[config.mk]
export PLATFORM = sky130hd
export DESIGN_NAME = avalon_cipher_csr
export DESIGN_NICKNAME = d
export VERILOG_FILES = /design/src/rtl/cipher_csr_pkg.sv /design/src/rtl/csr_be_reg.sv /design/src/rtl/avalon_cipher_csr.sv
export SDC_FILE = /design/constraint.sdc
export NUM_CORES = 1
export LEC_CHECK = 0
export CORE_MARGIN = 2
export CORE_UTILIZATION = 50
export DETAILED_ROUTE_END_ITERATION = 7
export HOLD_SLACK_MARGIN = 0.05
export PLACE_DENSITY_LB_ADDON = 0.15
export SYNTH_ARGS = -nofsm -noshare
export SYNTH_HDL_FRONTEND = slang
export SYNTH_SLANG_ARGS = --single-unit
[constraint.sdc]
create_clock -name CLK -period 3.29 [get_ports CLK]
set_input_delay 0.658 -clock CLK [delete_from_list [all_inputs] [get_ports CLK]]
set_output_delay 0.658 -clock CLK [all_outputs]
set_load 0.02 [all_outputs]
[src/rtl/cipher_csr_pkg.sv]
// Shared types, bit positions and address-map helpers for the cipher CSR block.
package cipher_csr_pkg;

  typedef enum logic {IDLE = 1'b0, RUN = 1'b1} state_t;

  localparam int CTRL_START  = 0;
  localparam int CTRL_IRQ_EN = 1;
  localparam int CTRL_CLEAR  = 2;

  localparam int STATUS_BUSY    = 0;
  localparam int STATUS_DONE    = 1;
  localparam int STATUS_TIMEOUT = 2;
  localparam int STATUS_OVERRUN = 3;

  function automatic int key_base();
    return 0;
  endfunction

  function automatic int msg_base(input int k);
    return k;
  endfunction

  function automatic int result_base(input int k, input int m);
    return k + m;
  endfunction

  // CTRL and STATUS always occupy the two highest word addresses.
  function automatic int ctrl_base(input int aw);
    return (1 << aw) - 2;
  endfunction

  function automatic int status_base(input int aw);
    return (1 << aw) - 1;
  endfunction

endpackage

[src/rtl/csr_be_reg.sv]
// One data word with per-byte write enables and a synchronous clear.
module csr_be_reg #(
  parameter int DATA_W = 32
) (
  input  logic                  clk,
  input  logic                  rst_n,
  input  logic                  clr,
  input  logic                  we,
  input  logic [DATA_W/8-1:0]   be,
  input  logic [DATA_W-1:0]     wdata,
  output logic [DATA_W-1:0]     q
);

  always_ff @(posedge clk or negedge rst_n) begin
    if (!rst_n) begin
      q <= '0;
    end else if (clr) begin
      q <= '0;
    end else if (we) begin
      for (int b = 0; b < DATA_W / 8; b++) begin
        if (be[b]) q[8*b +: 8] <= wdata[8*b +: 8];
      end
    end
  end

endmodule

[src/rtl/avalon_cipher_csr.sv]
// Avalon-MM register file that loads key/message words, launches a start/done
// cipher core, captures its result and reports sticky status with an IRQ.
module avalon_cipher_csr
  import cipher_csr_pkg::*;
#(
  parameter int DATA_W      = 32,
  parameter int KEY_WORDS   = 4,
  parameter int MSG_WORDS   = 4,
  parameter int ADDR_W      = 4,
  parameter int TIMEOUT_CYC = 1024
) (
  input  logic                           CLK,
  input  logic                           RESET_N,
  input  logic                           AVL_READ,
  input  logic                           AVL_WRITE,
  input  logic                           AVL_CS,
  input  logic [DATA_W/8-1:0]            AVL_BYTE_EN,
  input  logic [ADDR_W-1:0]              AVL_ADDR,
  input  logic [DATA_W-1:0]              AVL_WRITEDATA,
  output logic [DATA_W-1:0]              AVL_READDATA,
  output logic                           IRQ,
  output logic                           CORE_START,
  output logic [KEY_WORDS*DATA_W-1:0]    CORE_KEY,
  output logic [MSG_WORDS*DATA_W-1:0]    CORE_MSG,
  input  logic                           CORE_DONE,
  input  logic [MSG_WORDS*DATA_W-1:0]    CORE_RESULT,
  output logic [DATA_W-1:0]              EXPORT_DATA
);

  localparam int OPS      = KEY_WORDS + MSG_WORDS;
  localparam int RES_BASE = result_base(KEY_WORDS, MSG_WORDS);
  localparam logic [ADDR_W-1:0] CTRL_ADDR   = ADDR_W'(ctrl_base(ADDR_W));
  localparam logic [ADDR_W-1:0] STATUS_ADDR = ADDR_W'(status_base(ADDR_W));
  localparam int CNT_W = (TIMEOUT_CYC > 2) ? $clog2(TIMEOUT_CYC) : 1;
  localparam logic [CNT_W-1:0] CNT_LAST = CNT_W'((TIMEOUT_CYC > 0) ? TIMEOUT_CYC - 1 : 0);

  state_t            state_reg;
  logic              core_start_reg;
  logic              irq_en_reg;
  logic              done_reg;
  logic              timeout_reg;
  logic              overrun_reg;
  logic [CNT_W-1:0]  cnt_reg;
  logic [DATA_W-1:0] op_reg     [OPS];
  logic [DATA_W-1:0] result_reg [MSG_WORDS];

  logic wr, rd, run, ctrl_wr, status_w1c, clear, start_acc;
  logic done_set, timeout_hit, timeout_set, overrun_set;

  assign wr         = AVL_CS & AVL_WRITE;
  assign rd         = AVL_CS & AVL_READ;
  assign run        = (state_reg == RUN);
  assign ctrl_wr    = wr & (AVL_ADDR == CTRL_ADDR) & AVL_BYTE_EN[0];
  assign status_w1c = wr & (AVL_ADDR == STATUS_ADDR) & AVL_BYTE_EN[0];
  // CLEAR takes priority over START within a single CTRL write.
  assign clear      = ctrl_wr & AVL_WRITEDATA[CTRL_CLEAR] & ~run;
  assign start_acc  = ctrl_wr & AVL_WRITEDATA[CTRL_START] & ~AVL_WRITEDATA[CTRL_CLEAR] & ~run;
  assign overrun_set = ctrl_wr & AVL_WRITEDATA[CTRL_START] & run;
  assign done_set    = run & CORE_DONE;
  assign timeout_hit = (TIMEOUT_CYC != 0) && (cnt_reg == CNT_LAST);
  assign timeout_set = run & ~CORE_DONE & timeout_hit;

  // Key words followed by message words form one contiguous operand block.
  for (genvar gi = 0; gi < OPS; gi++) begin : g_op
    csr_be_reg #(.DATA_W(DATA_W)) u_reg (
      .clk   (CLK),
      .rst_n (RESET_N),
      .clr   (clear),
      .we    (wr & ~run & (AVL_ADDR == ADDR_W'(key_base() + gi))),
      .be    (AVL_BYTE_EN),
      .wdata (AVL_WRITEDATA),
      .q     (op_reg[gi])
    );
  end

  for (genvar gi = 0; gi < KEY_WORDS; gi++) begin : g_key
    assign CORE_KEY[(KEY_WORDS-1-gi)*DATA_W +: DATA_W] = op_reg[gi];
  end

  for (genvar gi = 0; gi < MSG_WORDS; gi++) begin : g_msg
    assign CORE_MSG[(MSG_WORDS-1-gi)*DATA_W +: DATA_W] = op_reg[msg_base(KEY_WORDS) + gi];

    always_ff @(posedge CLK or negedge RESET_N) begin
      if (!RESET_N) begin
        result_reg[gi] <= '0;
      end else if (done_set) begin
        result_reg[gi] <= CORE_RESULT[(MSG_WORDS-1-gi)*DATA_W +: DATA_W];
      end else if (clear) begin
        result_reg[gi] <= '0;
      end
    end
  end

  always_ff @(posedge CLK or negedge RESET_N) begin
    if (!RESET_N) begin
      state_reg      <= IDLE;
      core_start_reg <= 1'b0;
      irq_en_reg     <= 1'b0;
      done_reg       <= 1'b0;
      timeout_reg    <= 1'b0;
      overrun_reg    <= 1'b0;
      cnt_reg        <= '0;
    end else begin
      core_start_reg <= 1'b0;
      if (ctrl_wr) irq_en_reg <= AVL_WRITEDATA[CTRL_IRQ_EN];
      case (state_reg)
        IDLE: begin
          if (start_acc) begin
            state_reg      <= RUN;
            core_start_reg <= 1'b1;
            cnt_reg        <= '0;
          end
        end
        RUN: begin
          if (CORE_DONE || timeout_hit) state_reg <= IDLE;
          else                          cnt_reg   <= cnt_reg + CNT_W'(1);
        end
        default: state_reg <= IDLE;
      endcase
      // A hardware set in the same cycle as a W1C leaves the flag set.
      done_reg    <= done_set    | (done_reg    & ~(status_w1c & AVL_WRITEDATA[STATUS_DONE]));
      timeout_reg <= timeout_set | (timeout_reg & ~(status_w1c & AVL_WRITEDATA[STATUS_TIMEOUT]));
      overrun_reg <= overrun_set | (overrun_reg & ~(status_w1c & AVL_WRITEDATA[STATUS_OVERRUN]));
    end
  end

  always_comb begin
    AVL_READDATA = '0;
    if (rd) begin
      for (int i = 0; i < OPS; i++) begin
        if (AVL_ADDR == ADDR_W'(i)) AVL_READDATA = op_reg[i];
      end
      for (int i = 0; i < MSG_WORDS; i++) begin
        if (AVL_ADDR == ADDR_W'(RES_BASE + i)) AVL_READDATA = result_reg[i];
      end
      if (AVL_ADDR == CTRL_ADDR) AVL_READDATA[CTRL_IRQ_EN] = irq_en_reg;
      if (AVL_ADDR == STATUS_ADDR) begin
        AVL_READDATA[STATUS_BUSY]    = run;
        AVL_READDATA[STATUS_DONE]    = done_reg;
        AVL_READDATA[STATUS_TIMEOUT] = timeout_reg;
        AVL_READDATA[STATUS_OVERRUN] = overrun_reg;
      end
    end
  end

  assign IRQ         = irq_en_reg & (done_reg | timeout_reg);
  assign CORE_START  = core_start_reg;
  assign EXPORT_DATA = op_reg[0];

endmodule
# After elaboration in Yosys (flattened, before gate mapping)
# Index checks and enable logic that the tools add are counted.
[word_totals]
regBits = 400
latchBits = 0
ram_bits = 0
mem_bits_ro = 0
inputBits = 174
out_inout_bits = 322
wordCells = 196
n_memories = 0
[classes]
add_sub_neg = 1
multipliers = 0
n_div = 0
order_cmp = 0
n_eq_ne = 16
n_shift = 0
muxes = 47
n_bitwise = 41
reduce_logical = 48
[ops]
columns = ["operator", "count"]
rows = [
  ["$mux W32", 34],
  ["$reduce_and A2 Y1", 33],
  ["$mux W8", 4],
  ["$and A1 B1 Y1", 31],
  ["$reduce_bool A2 Y1", 13],
  ["$eq A4 B4 Y1 const B", 6],
  ["$mux W10", 2],
  ["$pmux W10 S2", 1],
  ["$eq A4 B3 Y1 const B", 4],
  ["$add A10 B1 Y10 const B", 1],
  ["$eq A10 B10 Y1 const B", 1],
  ["$eq A4 B2 Y1 const B", 2],
  ["$not A1 Y1", 6],
  ["$eq A4 B1 Y1 const B", 1],
  ["$logic_not A4 Y1", 1],
  ["$mux W1", 4],
  ["$mux W4", 1],
  ["$ne A2 B2 Y1 const B", 2],
  ["$or A1 B1 Y1", 4],
  ["$pmux W1 S2", 1],
  ["$logic_or A1 B1 Y1", 1],
]

# Longest topological paths before layout
[logic_depth]
ltp_word = 16
mapped_depth = 9
depth_no_buf = 6

# Hierarchy
# From an unflattened synthesis, not the netlist that was laid out.
[hier_totals]
cells_unflattened = 2148
area_unflattened_um2 = 22509.1
[modules_own_cells]
columns = ["mod", "n_inst", "cells_each", "area_per_inst_um2", "seq_area_each_um2"]
rows = [
  ["csr_be_reg", 8, 146, 1626.6, 800.8],
  ["avalon_cipher_csr", 1, 980, 9496.6, 3603.5],
]

# Worst setup path before layout
# OpenSTA, ideal clock, no wires.
[synth_timing]
kind = "input to output"
from = "input port AVL_ADDR[0]"
to = "output port AVL_READDATA[13]"
t_arrival_ps = 2330
required_ps = 2632
slack_ps = 302
cell_stages = 7
path_buffers = 3
path_cell_list = "buf_4 -> buf_8 -> buf_2 -> nor2b_1 -> nand2_1 -> a311o_1 -> a221oi_1"
[synth_via]
elab_chain_len = 14
word_cells_on_any_way = 25
classes_between = "eq/ne: 11; mux: 13; reduce/logical: 1"
[synth_lines]
columns = ["element", "line", "text"]
rows = [
  ["start, declared", "avalon_cipher_csr.sv:18", "input logic [ADDR_W-1:0] AVL_ADDR,"],
  ["$logic_not A4 Y1", "avalon_cipher_csr.sv:131", "if (AVL_ADDR == ADDR_W'(i)) AVL_READDATA = op_reg[i];"],
  ["$mux W32 (8 in series)", "avalon_cipher_csr.sv:131", ""],
  ["$mux W32 (3 in series)", "avalon_cipher_csr.sv:134", "if (AVL_ADDR == ADDR_W'(RES_BASE + i)) AVL_READDATA = result_reg[i];"],
  ["$mux W32 *", "avalon_cipher_csr.sv:134", ""],
  ["$mux W32 *", "avalon_cipher_csr.sv:129", "if (rd) begin"],
  ["end, declared", "avalon_cipher_csr.sv:20", "output logic [DATA_W-1:0] AVL_READDATA,"],
]
# Every way passes the cells marked *; elsewhere a longest branch is shown, timed or not.

# Worst setup path in the final report
[layout_timing]
from = "input port AVL_ADDR[3]"
to = "output port AVL_READDATA[0]"
[layout_via]
elab_chain_len = 15
word_cells_on_any_way = 27
classes_between = "eq/ne: 12; mux: 14; reduce/logical: 1"
[layout_lines]
columns = ["element", "line", "text"]
rows = [
  ["$logic_not A4 Y1", "avalon_cipher_csr.sv:131", ""],
  ["$mux W32 (8 in series)", "avalon_cipher_csr.sv:131", ""],
  ["$mux W32 (4 in series)", "avalon_cipher_csr.sv:134", ""],
  ["$mux W4 *", "avalon_cipher_csr.sv:137", "if (AVL_ADDR == STATUS_ADDR) begin"],
  ["$mux W32 *", "avalon_cipher_csr.sv:129", ""],
]
# Marks and branches as above.

==> metrics <==
Hold Buf Count CTS=0; Total Nets Final=about 2,600; kind of critical path=primary input to output pin; top-area cell type share of the netlist area=between 50 and 60%; Synth area leaders=dfrtp_1 50%, mux2_2 15%, nand2_1 6.3%; commonest non-fill, non-tap cell in the layout=clkdlybuf4s50_1; CP startpoint kind=primary input; grt ovf=0; Cell Rows=73; Max Slew Vio Count=0; Max-cap violations=0; fmax=305 MHz; core area=about 40,000 um^2; Final Hold Fails=0; WL per Instance=27.3 um; outcome=finished, final reports clean; Hold Slack=0.146 ns; Power Total=about 16 mW; worst slew pin tran=about 0.80 ns; Main synth FF type=dfrtp_1; fin cells=approximately 3,000; drt drc=0; H-tree depth=2; ANT nets after route=0; first drt pass iteration count=6; multi-input logic area=between 9000 and 10,000 um^2; setup TNS=0 ns; reg2reg path depth=5; FF-to-FF End=g_op[3].u_reg.q[12]; Seq/Total Area, Yosys=about half; power per cell area=about 560 nW/um^2; most frequent cells in the layout=459 x clkdlybuf4s50_1, 400 x dfrtp_1, 331 x nand2_1; unrepaired setup endpoints after global routing=yes; EDFF count, synth=0; Die H=between 200 and 250 um; Die ar.=slightly above 40,000 um^2; Syn Std Cell Area=roughly 20,000 um^2; number of DRC markers in iteration 0=about 2,000; drt total wl=about 80,000 um; Worst Path Arrival=about 2.6 ns; Final GP Congestion=~1; post-placement worst setup slack=-0.552 ns; final setup margin=about 0.0065 ns; Placed Cells incl. Taps=2,904; required time of the critical path=2.63 ns; min cycle time layout=between 3 and 4 ns; syn_area_per_cell=10.6 um^2; via count of the routed design=approximately 18,000; Clk Latency, worst-skew pair=approximately 0.57 ns; max reg flops=between 200 and 300; Worst Hold Class=primary input to asynchronous set/reset pin; initial antenna violation count=4; Reg clk slew, reported paths=approximately 0.060 ns; largest net degree at the start of global routing=94; Layout area overhead=42.1%; clk sinks=400; total CTS buffers=44; Final setup viols=0; Syn. warnings=0; Critical Path Fanout Max=10; Crit. End Element=output pin; sequential cell area=roughly 10,000 um^2; # fillers=2,921; FFs w/ async S/R, synth=between 90% and 100%; post-DP HPWL=just over 60,000 um; register-to-register setup slack=approximately 0.81 ns; Root Buffer=clkbuf_16; Worst VDD drop=0.000529 V; layout cell share with drive strength beyond 1=between 20% and 30%; Max Buffers Root-to-Sink=3; vias per cell=slightly above 6; Mapped Nets=slightly above 2,000; Total Routing Usage GR=between 30% and 40%; initial core utilization=between 50% and 60%; vias in the first global route=around 18,000; synthesized flop and latch total=400; Core Util, Final=between 70% and 80%; Die X=between 200 and 250 um; Final Skew=~0.01 ns; Ports=496; Leak=11.9 nW; Slew Limit Headroom=46.6%; placed cell areas=26,400 um^2; final instance area=~28,000 um^2; Synth area leader=dfrtp_1; CTS tree=yes; r2r startpoint=run; cells after synthesis=between 1,500 and 2,000; Cell variety after synth=slightly above 70; crit share post-route=99.8%; first-pass GRT wire length=between 100,000 and 150,000 um; Port Buffers=approximately 500
[cells in the mapped netlist, drive strengths merged, types with 17 or more instances]
cell / number
and2: 37
nand2: 338
o221ai: 17
o22ai: 22
a22oi: 34
nor3: 17
o21ai: 222
dfrtp: 400
a221oi: 38
nor2b: 21
nor2: 40
buf: 84
clkbuf: 83
mux2: 267
a21oi: 82
mux2i: 33
[final cells by class]
type	instances	area share (%)
flip-flops and latches	400	35.4
multi-input cells	1295	33.5
repair buffers	682	23.4
clock buffers	66	4.72
well taps	525	2.32
clock inverters	11	0.412
inverters	9	0.133
diodes	2	0.0177
[where the power goes]
| part | switching, mW | internal, mW | total (mW) |
|---|---|---|---|
| registers | 0.819 | 5.58 | 6.40 |
| clock network | 2.07 | 2.95 | 5.02 |
| logic | 2.14 | 2.18 | 4.33 |
| total | 5.03 | 10.7 | 15.7 |
[worst max-delay path, cell delays in order]
cell             delay (ns)
clkdlybuf4s50_1        0.48
buf_6                  0.15
buf_8                  0.14
buf_6                  0.16
clkinvlp_4             0.15
buf_4                  0.18
and3_1                 0.17
a211oi_2               0.22
buf_4                  0.17
buf_4                  0.13
[layer usage]
layer | track usage, % | share of wire, % | up-vias
li1 | - | - | 7820
met1 | 50.9 | 38 | 9211
met2 | 61.1 | 46 | 1117
met3 | 8.68 | 9.6 | 248
met4 | 21.2 | 5.9 | 4
met5 | 0 | 0.029 | -
[how the worst max path moves through the flow]
stage                       start  cells after the start                to  slack (ns)
6_report              AVL_ADDR[3]                     10   AVL_READDATA[0]       0.007
5_1_grt               AVL_ADDR[3]                     10  AVL_READDATA[15]       -0.01
4_1_cts        g_op[0].u_reg.q[7]                      6   AVL_READDATA[7]       -0.05
3_5_place_dp          AVL_ADDR[1]                      9   AVL_READDATA[4]       -0.55
3_3_place_gp          AVL_ADDR[1]                      9   AVL_READDATA[4]       -0.56
2_1_floorplan         AVL_ADDR[0]                      7  AVL_READDATA[13]        0.30
[cell families (layout without fill, tap and decap cells)]
group / after synthesis / in the layout / synth area share, %
multiplexers: 309 / 309 / 17.8
adder cells (fa/ha/maj): 1 / 1 / 0.0629
AND/OR/NAND/NOR: 505 / 505 / 11.5
other: 0 / 2 / 0
XOR/XNOR: 2 / 2 / 0.0881
AO/OA/AOI/OAI: 478 / 478 / 15.9
flip-flops: 400 / 400 / 50.3
buffers and inverters: 176 / 768 / 4.37
[timing repair]
action,in CTS,in global routing
pin swaps,7,11
setup endpoints to repair,32,30
setup buffers,2,4
gates cloned,1,0
hold endpoints to repair,0,0
gates resized for setup,159,58
Power figures use the tool's default switching activity.
